## config.mk

```make
export PLATFORM = sky130hd
export DESIGN_NAME = rot_job_sched
export DESIGN_NICKNAME = d
export VERILOG_FILES = /design/src/rtl/rot_pkg.sv /design/src/rtl/rot_cmd_fifo.sv /design/src/rtl/rot_job_sched.sv
export SDC_FILE = /design/constraint.sdc
export NUM_CORES = 1
export LEC_CHECK = 0
export BUFFER_PORTS_ARGS = -buffer_cell sky130_fd_sc_hd__buf_2
export CORE_MARGIN = 4
export CORE_UTILIZATION = 53
export DETAILED_ROUTE_END_ITERATION = 8
export PLACE_DENSITY_LB_ADDON = 0.15
export SETUP_SLACK_MARGIN = 0.1
export SYNTH_ARGS = -nofsm -noshare
export SYNTH_HDL_FRONTEND = slang
export SYNTH_SLANG_ARGS = --single-unit
```

## constraint.sdc

```tcl
create_clock -name I_HCLK -period 3.7 [get_ports I_HCLK]
set_input_delay 0.555 -clock I_HCLK [delete_from_list [all_inputs] [get_ports I_HCLK]]
set_output_delay 0.555 -clock I_HCLK [all_outputs]
set_load 0.02 [all_outputs]
```

## src/rtl/rot_pkg.sv

```systemverilog
// rtl/rot_pkg.sv - shared state, error, degree and geometry constants for the rotate job scheduler
package rot_pkg;

    typedef enum logic [2:0] {
        IDLE      = 3'd0,
        LAUNCH    = 3'd1,
        WAIT_BUSY = 3'd2,
        RUN       = 3'd3,
        DONE      = 3'd4
    } state_t;

    localparam logic [1:0] ERR_OK      = 2'd0;
    localparam logic [1:0] ERR_GEOM    = 2'd1;
    localparam logic [1:0] ERR_TIMEOUT = 2'd2;

    localparam logic [1:0] DEG_0   = 2'd0;
    localparam logic [1:0] DEG_90  = 2'd1;
    localparam logic [1:0] DEG_180 = 2'd2;
    localparam logic [1:0] DEG_270 = 2'd3;

    // Largest geometry the core address generator can handle.
    localparam logic [15:0] HEIGHT_MAX = 16'h7FFF;
    localparam logic [15:0] WIDTH_MAX  = 16'h3FFF;

    function automatic logic geom_ok(input logic [15:0] h, input logic [15:0] w);
        return (h != 16'd0) && (w != 16'd0) && (h <= HEIGHT_MAX) && (w <= WIDTH_MAX);
    endfunction

endpackage

```

## src/rtl/rot_cmd_fifo.sv

```systemverilog
// rtl/rot_cmd_fifo.sv - synchronous command FIFO with flush, wrap-bit pointers and occupancy count
module rot_cmd_fifo #(
    parameter int DEPTH = 4,
    parameter int W     = 8,
    localparam int AW   = $clog2(DEPTH)
) (
    input  logic          clk,
    input  logic          rst,
    input  logic          push,
    input  logic [W-1:0]  push_data,
    input  logic          pop,
    input  logic          flush,
    output logic [W-1:0]  head,
    output logic          full,
    output logic          empty,
    output logic [AW:0]   count
);

    logic [W-1:0] mem [DEPTH];
    logic [AW:0]  wr_ptr;
    logic [AW:0]  rd_ptr;
    logic         do_push;
    logic         do_pop;

    // Flush beats both push and pop so the queue is guaranteed empty after it.
    assign do_push = push && !full && !flush;
    assign do_pop  = pop && !empty && !flush;

    assign full  = (wr_ptr[AW-1:0] == rd_ptr[AW-1:0]) && (wr_ptr[AW] != rd_ptr[AW]);
    assign empty = (wr_ptr == rd_ptr);
    assign count = wr_ptr - rd_ptr;
    assign head  = mem[rd_ptr[AW-1:0]];

    // Pointer update; flush collapses the read pointer onto the write pointer.
    always_ff @(posedge clk or posedge rst) begin
        if (rst) begin
            wr_ptr <= '0;
            rd_ptr <= '0;
        end else if (flush) begin
            rd_ptr <= wr_ptr;
        end else begin
            if (do_push) wr_ptr <= wr_ptr + 1'b1;
            if (do_pop)  rd_ptr <= rd_ptr + 1'b1;
        end
    end

    // Storage write; contents need no reset since empty gates every read.
    always_ff @(posedge clk) begin
        if (do_push) mem[wr_ptr[AW-1:0]] <= push_data;
    end

endmodule

```

## src/rtl/rot_job_sched.sv

```systemverilog
// rtl/rot_job_sched.sv - rotate core job scheduler; ROT_SCHED_PERF_EN adds the last-job cycle counter
module rot_job_sched
    import rot_pkg::*;
#(
    parameter int DEPTH        = 4,
    parameter int TAG_W        = 4,
    parameter int BUSY_TIMEOUT = 16,
    localparam int PW          = $clog2(DEPTH) + 1
) (
    input  logic             I_HCLK,
    input  logic             I_HRESET,
    input  logic             I_CMD_VALID,
    output logic             O_CMD_READY,
    input  logic [15:0]      I_CMD_HEIGHT,
    input  logic [15:0]      I_CMD_WIDTH,
    input  logic             I_CMD_DIRECTION,
    input  logic [1:0]       I_CMD_DEGREES,
    input  logic [TAG_W-1:0] I_CMD_TAG,
    input  logic             I_FLUSH,
    output logic [15:0]      O_HEIGHT,
    output logic [15:0]      O_WIDTH,
    output logic             O_DIRECTION,
    output logic [1:0]       O_DEGREES,
    output logic             O_START,
    input  logic             I_CORE_BUSY,
    output logic             O_DONE,
    output logic [TAG_W-1:0] O_DONE_TAG,
    output logic [1:0]       O_DONE_ERR,
    output logic             O_IRQ,
    input  logic             I_IRQ_CLR,
    output logic [PW-1:0]    O_PENDING,
    output logic [15:0]      O_JOBS_DONE,
    output logic [31:0]      O_LAST_CYCLES
);

    localparam int CW = 35 + TAG_W;
    localparam int TW = $clog2(BUSY_TIMEOUT + 1);
    localparam logic [TW-1:0] TMO_LAST = TW'(BUSY_TIMEOUT - 1);

    state_t             state_q, state_d;
    logic [CW-1:0]      head;
    logic               full, empty, pop;
    logic [15:0]        head_h, head_w;
    logic               head_dir;
    logic [1:0]         head_deg;
    logic [TAG_W-1:0]   head_tag;
    logic [TW-1:0]      tmo_q;
    logic               tmo_clr, tmo_inc;
    logic               err_load;
    logic [1:0]         err_d, err_q;
    logic [TAG_W-1:0]   tag_q;

    assign O_CMD_READY = !I_HRESET && !full && !I_FLUSH;
    assign {head_h, head_w, head_dir, head_deg, head_tag} = head;

    rot_cmd_fifo #(.DEPTH(DEPTH), .W(CW)) u_fifo (
        .clk       (I_HCLK),
        .rst       (I_HRESET),
        .push      (I_CMD_VALID && O_CMD_READY),
        .push_data ({I_CMD_HEIGHT, I_CMD_WIDTH, I_CMD_DIRECTION, I_CMD_DEGREES, I_CMD_TAG}),
        .pop       (pop),
        .flush     (I_FLUSH),
        .head      (head),
        .full      (full),
        .empty     (empty),
        .count     (O_PENDING)
    );

    // State register; async reset drops any in-flight job silently.
    always_ff @(posedge I_HCLK or posedge I_HRESET) begin
        if (I_HRESET) state_q <= IDLE;
        else          state_q <= state_d;
    end

    // Next-state and per-state strobes.
    always_comb begin
        state_d  = state_q;
        pop      = 1'b0;
        O_START  = 1'b0;
        O_DONE   = 1'b0;
        tmo_clr  = 1'b0;
        tmo_inc  = 1'b0;
        err_load = 1'b0;
        err_d    = ERR_OK;
        case (state_q)
            IDLE: begin
                if (!empty && !I_FLUSH) begin
                    pop = 1'b1;
                    if (geom_ok(head_h, head_w)) begin
                        state_d = LAUNCH;
                    end else begin
                        state_d  = DONE;
                        err_load = 1'b1;
                        err_d    = ERR_GEOM;
                    end
                end
            end
            LAUNCH: begin
                O_START = 1'b1;
                tmo_clr = 1'b1;
                state_d = WAIT_BUSY;
            end
            WAIT_BUSY: begin
                if (I_CORE_BUSY) begin
                    state_d = RUN;
                end else if (tmo_q == TMO_LAST) begin
                    state_d  = DONE;
                    err_load = 1'b1;
                    err_d    = ERR_TIMEOUT;
                end else begin
                    tmo_inc = 1'b1;
                end
            end
            RUN: begin
                if (!I_CORE_BUSY) begin
                    state_d  = DONE;
                    err_load = 1'b1;
                    err_d    = ERR_OK;
                end
            end
            DONE: begin
                O_DONE  = 1'b1;
                state_d = IDLE;
            end
            default: state_d = IDLE;
        endcase
    end

    // Configuration and tag latch on pop; held until the next pop.
    always_ff @(posedge I_HCLK or posedge I_HRESET) begin
        if (I_HRESET) begin
            O_HEIGHT    <= '0;
            O_WIDTH     <= '0;
            O_DIRECTION <= 1'b0;
            O_DEGREES   <= '0;
            tag_q       <= '0;
        end else if (pop) begin
            O_HEIGHT    <= head_h;
            O_WIDTH     <= head_w;
            O_DIRECTION <= head_dir;
            O_DEGREES   <= head_deg;
            tag_q       <= head_tag;
        end
    end

    // Busy-rise timeout counter.
    always_ff @(posedge I_HCLK or posedge I_HRESET) begin
        if (I_HRESET)     tmo_q <= '0;
        else if (tmo_clr) tmo_q <= '0;
        else if (tmo_inc) tmo_q <= tmo_q + 1'b1;
    end

    // Completion error code, captured on the transition into DONE.
    always_ff @(posedge I_HCLK or posedge I_HRESET) begin
        if (I_HRESET)      err_q <= ERR_OK;
        else if (err_load) err_q <= err_d;
    end

    assign O_DONE_TAG = tag_q;
    assign O_DONE_ERR = err_q;

    // Sticky interrupt (set beats clear) and wrapping completion counter.
    always_ff @(posedge I_HCLK or posedge I_HRESET) begin
        if (I_HRESET) begin
            O_IRQ       <= 1'b0;
            O_JOBS_DONE <= '0;
        end else begin
            if (O_DONE)         O_IRQ <= 1'b1;
            else if (I_IRQ_CLR) O_IRQ <= 1'b0;
            if (O_DONE) O_JOBS_DONE <= O_JOBS_DONE + 16'd1;
        end
    end

`ifdef ROT_SCHED_PERF_EN
    logic [31:0] perf_cnt;
    logic [31:0] last_cycles;

    // Saturating cycle count from start until the core finishes.
    always_ff @(posedge I_HCLK or posedge I_HRESET) begin
        if (I_HRESET)
            perf_cnt <= '0;
        else if (state_q == LAUNCH)
            perf_cnt <= '0;
        else if ((state_q == WAIT_BUSY || state_q == RUN) && perf_cnt != 32'hFFFF_FFFF)
            perf_cnt <= perf_cnt + 32'd1;
    end

    // Only successful jobs publish their cycle count.
    always_ff @(posedge I_HCLK or posedge I_HRESET) begin
        if (I_HRESET)                       last_cycles <= '0;
        else if (O_DONE && err_q == ERR_OK) last_cycles <= perf_cnt;
    end

    assign O_LAST_CYCLES = last_cycles;
`else
    assign O_LAST_CYCLES = '0;
`endif

endmodule
```

==> flow_summary_export.csv <==
group,metric,value,unit
setup_path,cp.required,3.14,ns
logic_synthesis,yosys-top-cells-area,"edfxtp_1 (52%), dfrtp_1 (20%), mux4_2 (9.8%)",
clock_network,ctsHoldBuffers,0,
cells_and_area,drive_above_1_share,0.3821,
clock_network,cts_buffer_depth,3,
logic_synthesis,synthFlopType,"edfxtp_1",
global_routing,grt_pass1_vias,4931,
timing,period_needed,3.088,ns
logic_synthesis,synthTopCellsByCount,"edfxtp_1 (156), dfrtp_1 (72), mux2_2 (41)",
setup_path,endpoint_kind,"output port",
timing,skew,0.02218,ns
global_routing,grt_first_pass_wirelength,27.16,mm
min_path,hold_class,"in2async",
setup_path,crit_fanout,24,
pwr,p_seq_frac,0.425,
setup_path,critPathLaunch,"u_fifo.rd_ptr[0]",
setup_path,start_kind,"flop",
logic_synthesis,synth_most_common_cell,"edfxtp_1",
cells_and_area,syn2layout_area_growth,17.56,%
timing,fmax,323.8,MHz
detailed_routing,ant_nets,0,
timing,maxSlewHeadroom,0.3581,
timing,slew_viol_final,0,
clock_network,cts.sinks,228,
setup_path,r2r_start,"u_fifo.rd_ptr[0]",
setup_path,r2r_end,"O_DONE_ERR[1]",
global_routing,antenna_found_initial,0,
clock_network,cts_tree,"done",
timing,grt_setup_unrepaired,"false",
setup_path,critPathCapture,"O_CMD_READY",
timing,setup_tns,0,ns
logic_synthesis,netlist_area,9001,µm²
clock_network,ctsResizeCount,0,
pwr,p_sw_frac,0.3112,
global_routing,grtUsageTotal,0.1774,
pwr,ir_drop,0.5934,mV
status,status,"finished clean",
logic_synthesis,syn_avg_cell_area,18.44,µm²
clock_network,cts_setup_buffers,0,
timing,period_share,0.8346,
floorplanning,rows,47,
floorplanning,initial_core_util,0.5409,
pwr,p_comb_frac,0.291,
timing,worst_slew_pin_slew,0.9617,ns
clock_network,cts_made_buffers,24,
place,gp_congestion,0.7563,
timing,setup_viol,0,
setup_path,worst_ep_arrival_time,2.53,ns
detailed_routing,dr.first_iter.drc_count,239,
clock_network,path_clk_slew,0.06,ns
logic_synthesis,synth-edff-count,156,
logic_synthesis,yosys_warnings,0,
setup_path,r2r_setup_slack,0.98,ns
detailed_routing,drc,0,
place,dpl.hpwl,10.61,mm
floorplanning,die_w,138.3,µm
pwr,powerDensity,777.7,nW/µm²
global_routing,gr-total-overflow,0,
detailed_routing,vias,4635,
logic_synthesis,async_flop_share,0.3158,
clock_network,root_buffer,"clkbuf_16",
clock_network,htreeDepth,1,
floorplanning,core,16640,µm²
place,numPortBuffers,108,
job,drv_cap,0,
detailed_routing,wl_per_cell,19.65,µm
pwr,intPower,5669,µW
logic_synthesis,yosys.area.top_type,"edfxtp_1",
floorplanning,io_pins,141,
cells_and_area,num_antenna_cells,0,
detailed_routing,drt-vias-per-instance,5.415,
timing,hold_viol_final,0,
timing,fin_ws,0.6118,ns
floorplanning,die-area,19130,µm²
logic_synthesis,seq_area_frac_synth,0.7206,
pwr,power_frac_clock,0.284,
clock_network,clock_latency,0.51,ns
logic_synthesis,syn_inst,488,
logic_synthesis,ys_ff_latch,228,
timing,finalHoldWorstSlack,0.2438,ns
setup_path,worstRegToRegCells,5,
floorplanning,die_h,138.3,µm
detailed_routing,totalWireLength,16.82,mm
logic_synthesis,yosys.area.top_type_share,0.5204,
detailed_routing,first_pass_iters,4,
pwr,p_switching,2560,µW
setup_path,worstSetupPathType,"reg2out",
pwr,p_leak,0.004124,µW
place,dp_slack,0.9560,ns
cells_and_area,fin_nets,674,
global_routing,grt_start_max_net_pins,51,
logic_synthesis,synth_cell_type_count,39,
-- per-stage QoR --
stage	utilization	area, µm²	cells	total power (µW)
after floorplan	-	9123	519	5177
after global placement	0.5890	9802	812	5912
after detailed placement	0.5890	9802	812	5985
after CTS	0.6358	10580	856	8341
after global routing	0.6358	10580	856	8663
final	0.6358	10580	856	8229
-- per-layer routing --
| metal | GRT usage | vias up | wire [µm] |
|---|---|---|---|
| li1 | - | 2062 | - |
| met1 | 0.2288 | 2391 | 6835 |
| met2 | 0.3178 | 154 | 8743 |
| met3 | 0.03246 | 28 | 932 |
| met4 | 0.03796 | 0 | 311 |
| met5 | 0 | - | 0 |
-- worst max-delay path: stages, from the launching register on --
cell and delay, ns:
dfrtp_2 0.66, buf_12 0.28, ha_1 0.29, a311oi_1 0.51
buf_2 0.28
-- cell usage in the layout (no fill, tap or decap), types with 2 or more instances in the layout --
master     instances
dfrtp_2            2
buf_4              4
o21ai_0            7
xnor2_1           12
dfrtp_1           70
clkbuf_16         24
and3_1             3
clkinv_1           5
nor2_1            12
nand4_1            2
nor3_1             3
edfxtp_1         156
nand2_1           18
bufinv_16          3
mux4_2            39
xor2_1            10
a21o_1             3
nor4_1             8
nand3_1           10
buf_12             6
mux2_2            41
nand3b_1           3
and3_2             4
clkinv_2           4
or2_2              2
clkbuf_1           6
inv_1             12
buf_2            108
ha_1              10
conb_1            32
-- worst min-delay path by stage --
stage,start,to,cells after the start
4_1_cts,I_CMD_WIDTH[11],u_fifo.mem[3][18],1
3_5_place_dp,O_IRQ,O_IRQ,1
6_report,I_HRESET,O_DIRECTION,2
2_1_floorplan,tmo_q[4],tmo_q[4],2
3_3_place_gp,O_JOBS_DONE[15],O_JOBS_DONE[15],1
5_1_grt,I_CMD_DEGREES[0],u_fifo.mem[0][4],1
-- power groups by stage --
stage                     logic (µW)  clock network, µW  registers (µW)
after global placement          2390                  0            3530
after detailed placement        2430                  0            3550
final                           2400               2330            3500
after floorplan                 1460                  0            3720
after global routing            2600               2500            3560
after CTS                       2450               2390            3510
-- cell type report --
type                       count  area [µm²]
fill                        1210        6061
tap                          220       275.3
timing repair buffer         118       690.7
inverter                      13       50.05
clock inverter                14       156.4
clock buffer                  30       623.1
sequential                   228        6489
multi-input combinational    233        2297
-- flip-flops by register name (all words and copies together) (netlist names) --
name	cells
u_fifo.mem	156
O_HEIGHT	16
O_JOBS_DONE	16
O_WIDTH	16
tmo_q	5
O_DONE_TAG	4
state_q	3
u_fifo.rd_ptr	3
u_fifo.wr_ptr	3
O_DEGREES	2
O_DONE_ERR	2
O_DIRECTION	1
O_IRQ	1
-- kinds of logic after synthesis --
family          share of synthesized area
fa+ha+maj                         0.01612
compound gates                    0.01084
simple gates                      0.04281
buf+inv                           0.03892
flops                              0.7206
other cells                     0.0004166
mux                                0.1489
xor+xnor                          0.02141
Power figures use the tool's default switching activity.
